**config.mk**
```make
export PLATFORM = sky130hd
export DESIGN_NAME = iterative_divider_flat
export DESIGN_NICKNAME = d
export VERILOG_FILES = /design/src/rtl/iterative_divider_if.sv /design/src/rtl/iterative_divider.sv /design/src/flat_wrapper.sv
export SDC_FILE = /design/constraint.sdc
export NUM_CORES = 1
export LEC_CHECK = 0
export BUFFER_PORTS_ARGS = -buffer_cell sky130_fd_sc_hd__buf_2
export CELL_PAD_IN_SITES_DETAIL_PLACEMENT = 1
export CELL_PAD_IN_SITES_GLOBAL_PLACEMENT = 1
export CORE_MARGIN = 2
export CORE_UTILIZATION = 30
export CTS_CLUSTER_DIAMETER = 40
export CTS_CLUSTER_SIZE = 10
export DETAILED_ROUTE_END_ITERATION = 8
export PLACE_DENSITY_LB_ADDON = 0.25
export SKIP_CTS_REPAIR_TIMING = 1
export SYNTH_ARGS = -nofsm -noshare
export SYNTH_HDL_FRONTEND = slang
export SYNTH_SLANG_ARGS = --single-unit
```
**constraint.sdc**
```tcl
create_clock -name i_clk -period 3.3 [get_ports i_clk]
set_input_delay 0.33 -clock i_clk [delete_from_list [all_inputs] [get_ports i_clk]]
set_output_delay 0.33 -clock i_clk [all_outputs]
set_load 0.03 [all_outputs]
```
**src/rtl/iterative_divider_if.sv**
```systemverilog
// Request/response bundle for the iterative divider: operands and mode in,
// busy/valid handshake and results out.
interface iterative_divider_if #(
    parameter int unsigned WIDTH = 32
);
    logic             i_start;
    logic             i_signed;
    logic [WIDTH-1:0] i_dividend;
    logic [WIDTH-1:0] i_divisor;
    logic             o_busy;
    logic             o_valid;
    logic [WIDTH-1:0] o_quotient;
    logic [WIDTH-1:0] o_remainder;
    logic             o_div_by_zero;

    // Sequencer side: issues requests, observes results
    modport master (
        output i_start, i_signed, i_dividend, i_divisor,
        input  o_busy, o_valid, o_quotient, o_remainder, o_div_by_zero
    );

    // Divider side
    modport slave (
        input  i_start, i_signed, i_dividend, i_divisor,
        output o_busy, o_valid, o_quotient, o_remainder, o_div_by_zero
    );
endinterface

```
**src/rtl/iterative_divider.sv**
```systemverilog
// Restoring radix-2 divider, one quotient bit per clock, signed/unsigned,
// with fixed divide-by-zero result and untrapped signed overflow.
module iterative_divider #(
    parameter int unsigned WIDTH = 32
) (
    input  logic                i_clk,
    input  logic                i_rst_n,
    iterative_divider_if.slave  bus
);
    localparam int unsigned CNT_W = (WIDTH > 2) ? $clog2(WIDTH) : 1;

    typedef enum logic [1:0] {IDLE, CALC, FIXUP} state_t;

    state_t           state_q,   state_d;
    logic             neg_quo_q, neg_quo_d;
    logic             neg_rem_q, neg_rem_d;
    logic             dbz_q,     dbz_d;
    logic [WIDTH-1:0] dvd_q,     dvd_d;
    logic [WIDTH-1:0] dvs_q,     dvs_d;
    logic [WIDTH:0]   rem_q,     rem_d;
    logic [CNT_W-1:0] cnt_q,     cnt_d;
    logic [WIDTH-1:0] quo_out_q, quo_out_d;
    logic [WIDTH-1:0] rem_out_q, rem_out_d;
    logic             dbz_out_q, dbz_out_d;
    logic             valid_q,   valid_d;

    logic             dvd_neg;
    logic             dvs_neg;
    logic [WIDTH+1:0] shifted;
    logic [WIDTH+1:0] trial;

    assign dvd_neg = bus.i_signed & bus.i_dividend[WIDTH-1];
    assign dvs_neg = bus.i_signed & bus.i_divisor[WIDTH-1];

    // Partial remainder always stays below the divisor, so its top bit is 0
    // and the borrow out of the extra MSB marks a negative trial result.
    assign shifted = {rem_q, dvd_q[WIDTH-1]};
    assign trial   = shifted - {2'b00, dvs_q};

    // Next-state, datapath and result registers
    always_comb begin
        state_d   = state_q;
        neg_quo_d = neg_quo_q;
        neg_rem_d = neg_rem_q;
        dbz_d     = dbz_q;
        dvd_d     = dvd_q;
        dvs_d     = dvs_q;
        rem_d     = rem_q;
        cnt_d     = cnt_q;
        quo_out_d = quo_out_q;
        rem_out_d = rem_out_q;
        dbz_out_d = dbz_out_q;
        valid_d   = 1'b0;

        case (state_q)
            IDLE: begin
                if (bus.i_start) begin
                    dvs_d     = dvs_neg ? -bus.i_divisor : bus.i_divisor;
                    neg_quo_d = dvd_neg ^ dvs_neg;
                    neg_rem_d = dvd_neg;
                    rem_d     = '0;
                    cnt_d     = '0;
                    if (bus.i_divisor == '0) begin
                        // Raw dividend kept so it can be returned unmodified
                        dbz_d   = 1'b1;
                        dvd_d   = bus.i_dividend;
                        state_d = FIXUP;
                    end else begin
                        dbz_d   = 1'b0;
                        dvd_d   = dvd_neg ? -bus.i_dividend : bus.i_dividend;
                        state_d = CALC;
                    end
                end
            end
            CALC: begin
                if (!trial[WIDTH+1]) begin
                    rem_d = trial[WIDTH:0];
                    dvd_d = {dvd_q[WIDTH-2:0], 1'b1};
                end else begin
                    rem_d = shifted[WIDTH:0];
                    dvd_d = {dvd_q[WIDTH-2:0], 1'b0};
                end
                cnt_d = cnt_q + 1'b1;
                if (cnt_q == CNT_W'(WIDTH - 1)) begin
                    state_d = FIXUP;
                end
            end
            FIXUP: begin
                valid_d   = 1'b1;
                dbz_out_d = dbz_q;
                if (dbz_q) begin
                    quo_out_d = '1;
                    rem_out_d = dvd_q;
                end else begin
                    quo_out_d = neg_quo_q ? -dvd_q : dvd_q;
                    rem_out_d = neg_rem_q ? -rem_q[WIDTH-1:0] : rem_q[WIDTH-1:0];
                end
                state_d = IDLE;
            end
            default: state_d = IDLE;
        endcase
    end

    // State and result registers, cleared asynchronously
    always_ff @(posedge i_clk or negedge i_rst_n) begin
        if (!i_rst_n) begin
            state_q   <= IDLE;
            neg_quo_q <= 1'b0;
            neg_rem_q <= 1'b0;
            dbz_q     <= 1'b0;
            dvd_q     <= '0;
            dvs_q     <= '0;
            rem_q     <= '0;
            cnt_q     <= '0;
            quo_out_q <= '0;
            rem_out_q <= '0;
            dbz_out_q <= 1'b0;
            valid_q   <= 1'b0;
        end else begin
            state_q   <= state_d;
            neg_quo_q <= neg_quo_d;
            neg_rem_q <= neg_rem_d;
            dbz_q     <= dbz_d;
            dvd_q     <= dvd_d;
            dvs_q     <= dvs_d;
            rem_q     <= rem_d;
            cnt_q     <= cnt_d;
            quo_out_q <= quo_out_d;
            rem_out_q <= rem_out_d;
            dbz_out_q <= dbz_out_d;
            valid_q   <= valid_d;
        end
    end

    assign bus.o_busy        = (state_q != IDLE);
    assign bus.o_valid       = valid_q;
    assign bus.o_quotient    = quo_out_q;
    assign bus.o_remainder   = rem_out_q;
    assign bus.o_div_by_zero = dbz_out_q;
endmodule

```
**src/flat_wrapper.sv**
```systemverilog
// flat-port wrapper written by rule: the top's interface ports become plain ports
module iterative_divider_flat 
#(
    parameter int unsigned WIDTH = 32
)
  (i_clk, i_rst_n, bus_i_start, bus_i_signed, bus_i_dividend, bus_i_divisor, bus_o_busy, bus_o_valid, bus_o_quotient, bus_o_remainder, bus_o_div_by_zero);
  iterative_divider_if #(.WIDTH(WIDTH)) bus_i ();
  input  logic i_clk;
  input  logic i_rst_n;
  input wire logic [$bits(bus_i.i_start)-1:0] bus_i_start;
  input wire logic [$bits(bus_i.i_signed)-1:0] bus_i_signed;
  input wire logic [$bits(bus_i.i_dividend)-1:0] bus_i_dividend;
  input wire logic [$bits(bus_i.i_divisor)-1:0] bus_i_divisor;
  output wire logic [$bits(bus_i.o_busy)-1:0] bus_o_busy;
  output wire logic [$bits(bus_i.o_valid)-1:0] bus_o_valid;
  output wire logic [$bits(bus_i.o_quotient)-1:0] bus_o_quotient;
  output wire logic [$bits(bus_i.o_remainder)-1:0] bus_o_remainder;
  output wire logic [$bits(bus_i.o_div_by_zero)-1:0] bus_o_div_by_zero;
  assign bus_i.i_start = bus_i_start;
  assign bus_i.i_signed = bus_i_signed;
  assign bus_i.i_dividend = bus_i_dividend;
  assign bus_i.i_divisor = bus_i_divisor;
  assign bus_o_busy = bus_i.o_busy;
  assign bus_o_valid = bus_i.o_valid;
  assign bus_o_quotient = bus_i.o_quotient;
  assign bus_o_remainder = bus_i.o_remainder;
  assign bus_o_div_by_zero = bus_i.o_div_by_zero;
  iterative_divider #(.WIDTH(WIDTH)) u_core (.i_clk(i_clk), .i_rst_n(i_rst_n), .bus(bus_i));
endmodule
```
==> out/results.tsv <==
stage	metric	value	unit
status	outcome	finished clean	
cells_and_area	Filler cells	4507	
clocking	clk slew on worst S/H paths	70	ps
yosys	Synthesized Nets	1446	
sta	max-slew violation count	0	
critical_path	critical path cell sequence	inv_2, ha_4, inv_1, fa_2, a21o_1, a221oi_2, o211ai_1, a221oi_2, o21a_1, o311a_1, nor2_2, a31o_2, mux2i_1, a211o_1	
yosys	synthesized area per cell	8.51	um^2
cells_and_area	Ant. Diodes	0	
drt	average vias per placed instance	5.07	
yosys	warnings from Yosys	0	
global_route	number of global-route vias before repair	10500	
placement	cell count after placement	1982	
critical_path	Worst Setup Path Type	register to register	
power_and_ir_drop	PD cells	1130	nW/um^2
sta	period utilization	94.6	%
die	Top-Level Pins	135	
placement	Port Buffers	134	
drt	Iteration-0 DRC Markers	452	
global_route	first-pass GRT wire length	57400	um
critical_path	Worst path max stage delay	390	ps
power_and_ir_drop	Pwr Total	15.6	mW
die	Chip Height	199	um
critical_path	CP Buf/Inv Count	2	
power_and_ir_drop	Max VDD drop	470	uV
drt	Routed WL per cell	17.9	um
sta	FMAX	0.320	GHz
global_route	GRT overflow	0	
clocking	Clock Path Buffers	2	
placement	GP Congestion	0.803	
drt	Post-DRT Antenna Nets	0	
critical_path	crit path max-delay cell type	dfrtp_1	
global_route	antenna violations before repair	0	
critical_path	CP endpoint kind	register	
critical_path	cell mode on critical path	a221oi_2	
clocking	CTS tree	yes	
global_route	Global Route Usage Sum	18.6	%
yosys	ys async rst share	100	%
sta	Layout Skew	10.0	ps
cells_and_area	final std cells w/o fill	2018	
placement	DP HPWL	27800	um
sta	Final Setup Violations	0	
die	initial core utilization	30.3	%
yosys	most frequently used flop master after synthesis	dfrtp_1	
yosys	Mapped Area	11400	um^2
die	Die ar.	39600	um^2
die	row count	71	
clocking	CTS buffer count	17	
sta	Final Hold Vio Count	0	
sta	slew of the pin with the lowest slew margin	1050	ps
cells_and_area	Area Growth Syn to Fin	20.8	%
critical_path	worst-path fanout max	4	
die	DIE WIDTH	199	um
yosys	sequential fraction of the synthesis area	38.0	%
clocking	worst skew pair latency	460	ps
critical_path	Req. time, crit path	3640	ps
clocking	Clock Sinks	173	
die	core box area	37600	um^2
critical_path	CP top delay family	compound AO/OA/AOI/OAI gates	
cells_and_area	layout cells sized above 1	20.0	%
power_and_ir_drop	leakage power	6.15	nW
global_route	largest net degree at the start of global routing	70	
sta	minimum clock period	3120	ps
min_path	Hold WC Path Type	input pin to register	
yosys	Cell variety after synth	82	
job	maxcap violations	0	
clocking	root buf cell	clkbuf_16	
yosys	Post-Synthesis Cells	1339	
cells_and_area	most common cell after layout, fill and taps aside	dfrtp_1	
critical_path	Worst Path Arrival	3460	ps
clocking	htree depth	4	
critical_path	critical path launch point type	register	
drt	Pre-antenna DRT Iters	4	
drt	DRC	0	
yosys	FF+latch count, synth	173	
cells_and_area	Nets	1602	
drt	DR vias	10200	
cells_and_area	most frequent cells in the layout	dfrtp_1 (172), nand2_1 (170), o21ai_0 (161)	
sta	Rel. slew slack	30.2	%
drt	Final Routed Wirelength	36200	um
yosys	EDFF count, synth	0	
## kinds of logic after synthesis
| kind of cell | count (synthesis) | synth area share, % |
|---|---|---|
| fa+ha+maj | 39 | 4.35 |
| simple gates | 395 | 16.6 |
| xor+xnor | 148 | 11.4 |
| flops | 173 | 38.0 |
| compound gates | 422 | 22.7 |
| buf+inv | 136 | 4.66 |
| mux | 26 | 2.28 |
## per-stage QoR
step	hold WS, ps	instance area [um^2]	util, %	setup WS (ps)	setup TNS [ps]
5_1_grt	188	13800	36.6	-16.1	-16.1
2_1_floorplan	34.4	11400	-	53.5	0
4_1_cts	-86.2	13600	36.2	-57.2	-103
6_report	191	13800	36.6	178	0
3_3_place_gp	405	13000	34.7	13.4	0
3_5_place_dp	402	13000	34.7	-42.0	-68.9
## metal layers
layer | GRT usage [%] | routed length, um | vias to the layer above
li1 | - | - | 5039
met1 | 26.5 | 18400 | 5015
met3 | 2.31 | 1030 | 25
met2 | 29.7 | 16400 | 159
met5 | 0 | 0 | -
met4 | 4.95 | 477 | 0
## cell usage after synthesis, types with 9 or more instances
cell / n / area share, %
o22ai_1: 13 / 0.71
o31ai_1: 24 / 1.6
dfrtp_1: 173 / 38
xnor2_1: 63 / 4.8
ha_1: 38 / 4.2
nand2_1: 172 / 5.7
a22oi_1: 12 / 0.79
nor3_1: 10 / 0.44
nor2_1: 110 / 3.6
or3_1: 9 / 0.49
xor2_1: 85 / 6.5
inv_1: 56 / 1.8
clkbuf_1: 62 / 2.0
a21oi_1: 108 / 4.7
o41ai_1: 16 / 1.2
o21ai_0: 164 / 7.2
mux2i_1: 26 / 2.3
nand3_1: 9 / 0.40
a21o_1: 14 / 0.92
## area by class of cell
type | instances | area [um^2] | share of cell area [%]
inverter | 59 | 221 | 1.61
tap | 511 | 639 | 4.64
multi-input combinational | 1030 | 6650 | 48.3
timing repair buffer | 214 | 1340 | 9.69
clock inverter | 13 | 164 | 1.19
sequential | 173 | 4330 | 31.4
clock buffer | 18 | 429 | 3.12
## worst paths after layout
path	startpoint	slack, ps	cells after the start	end
setup / recovery	u_core.dvd_q[31]	180	14	u_core.rem_q[30]
hold / removal	bus_i_divisor[12]	190	3	u_core.dvs_q[12]
setup reg to reg	u_core.dvd_q[31]	180	14	u_core.rem_q[30]
hold reg to reg	u_core.bus.o_div_by_zero	480	2	u_core.bus.o_div_by_zero
max in group asynchronous	i_rst_n	1890	3	u_core.dbz_q
min in group asynchronous	i_rst_n	450	2	u_core.bus.o_quotient[9]
## flip-flops by register name, summed over array words and instances, names as in the netlist, 2 cells and up
register,flops
u_core.state_q,2
u_core.dvd_q,32
u_core.dvs_q,32
u_core.cnt_q,5
u_core.rem_q,33
u_core.bus.o_remainder,32
u_core.bus.o_quotient,32
## power by group
part | internal [mW] | switching [mW] | total (mW) | leakage (nW)
sequential | 2.91 | 0.925 | 3.84 | 2.22
clock | 1.19 | 0.933 | 2.12 | 0.287
combinational | 4.23 | 5.40 | 9.63 | 3.65
total | 8.33 | 7.26 | 15.6 | 6.15
## worst reg2reg max path: cells and delay by family, from the launching register on
family | cells | cell delay (ps)
simple gates | 1 | 60
compound gates | 8 | 1850
buf+inv | 2 | 120
fa+ha+maj | 2 | 470
mux | 1 | 120
flops | 1 | 390
Note: power is estimated with default switching activity, not from simulation.
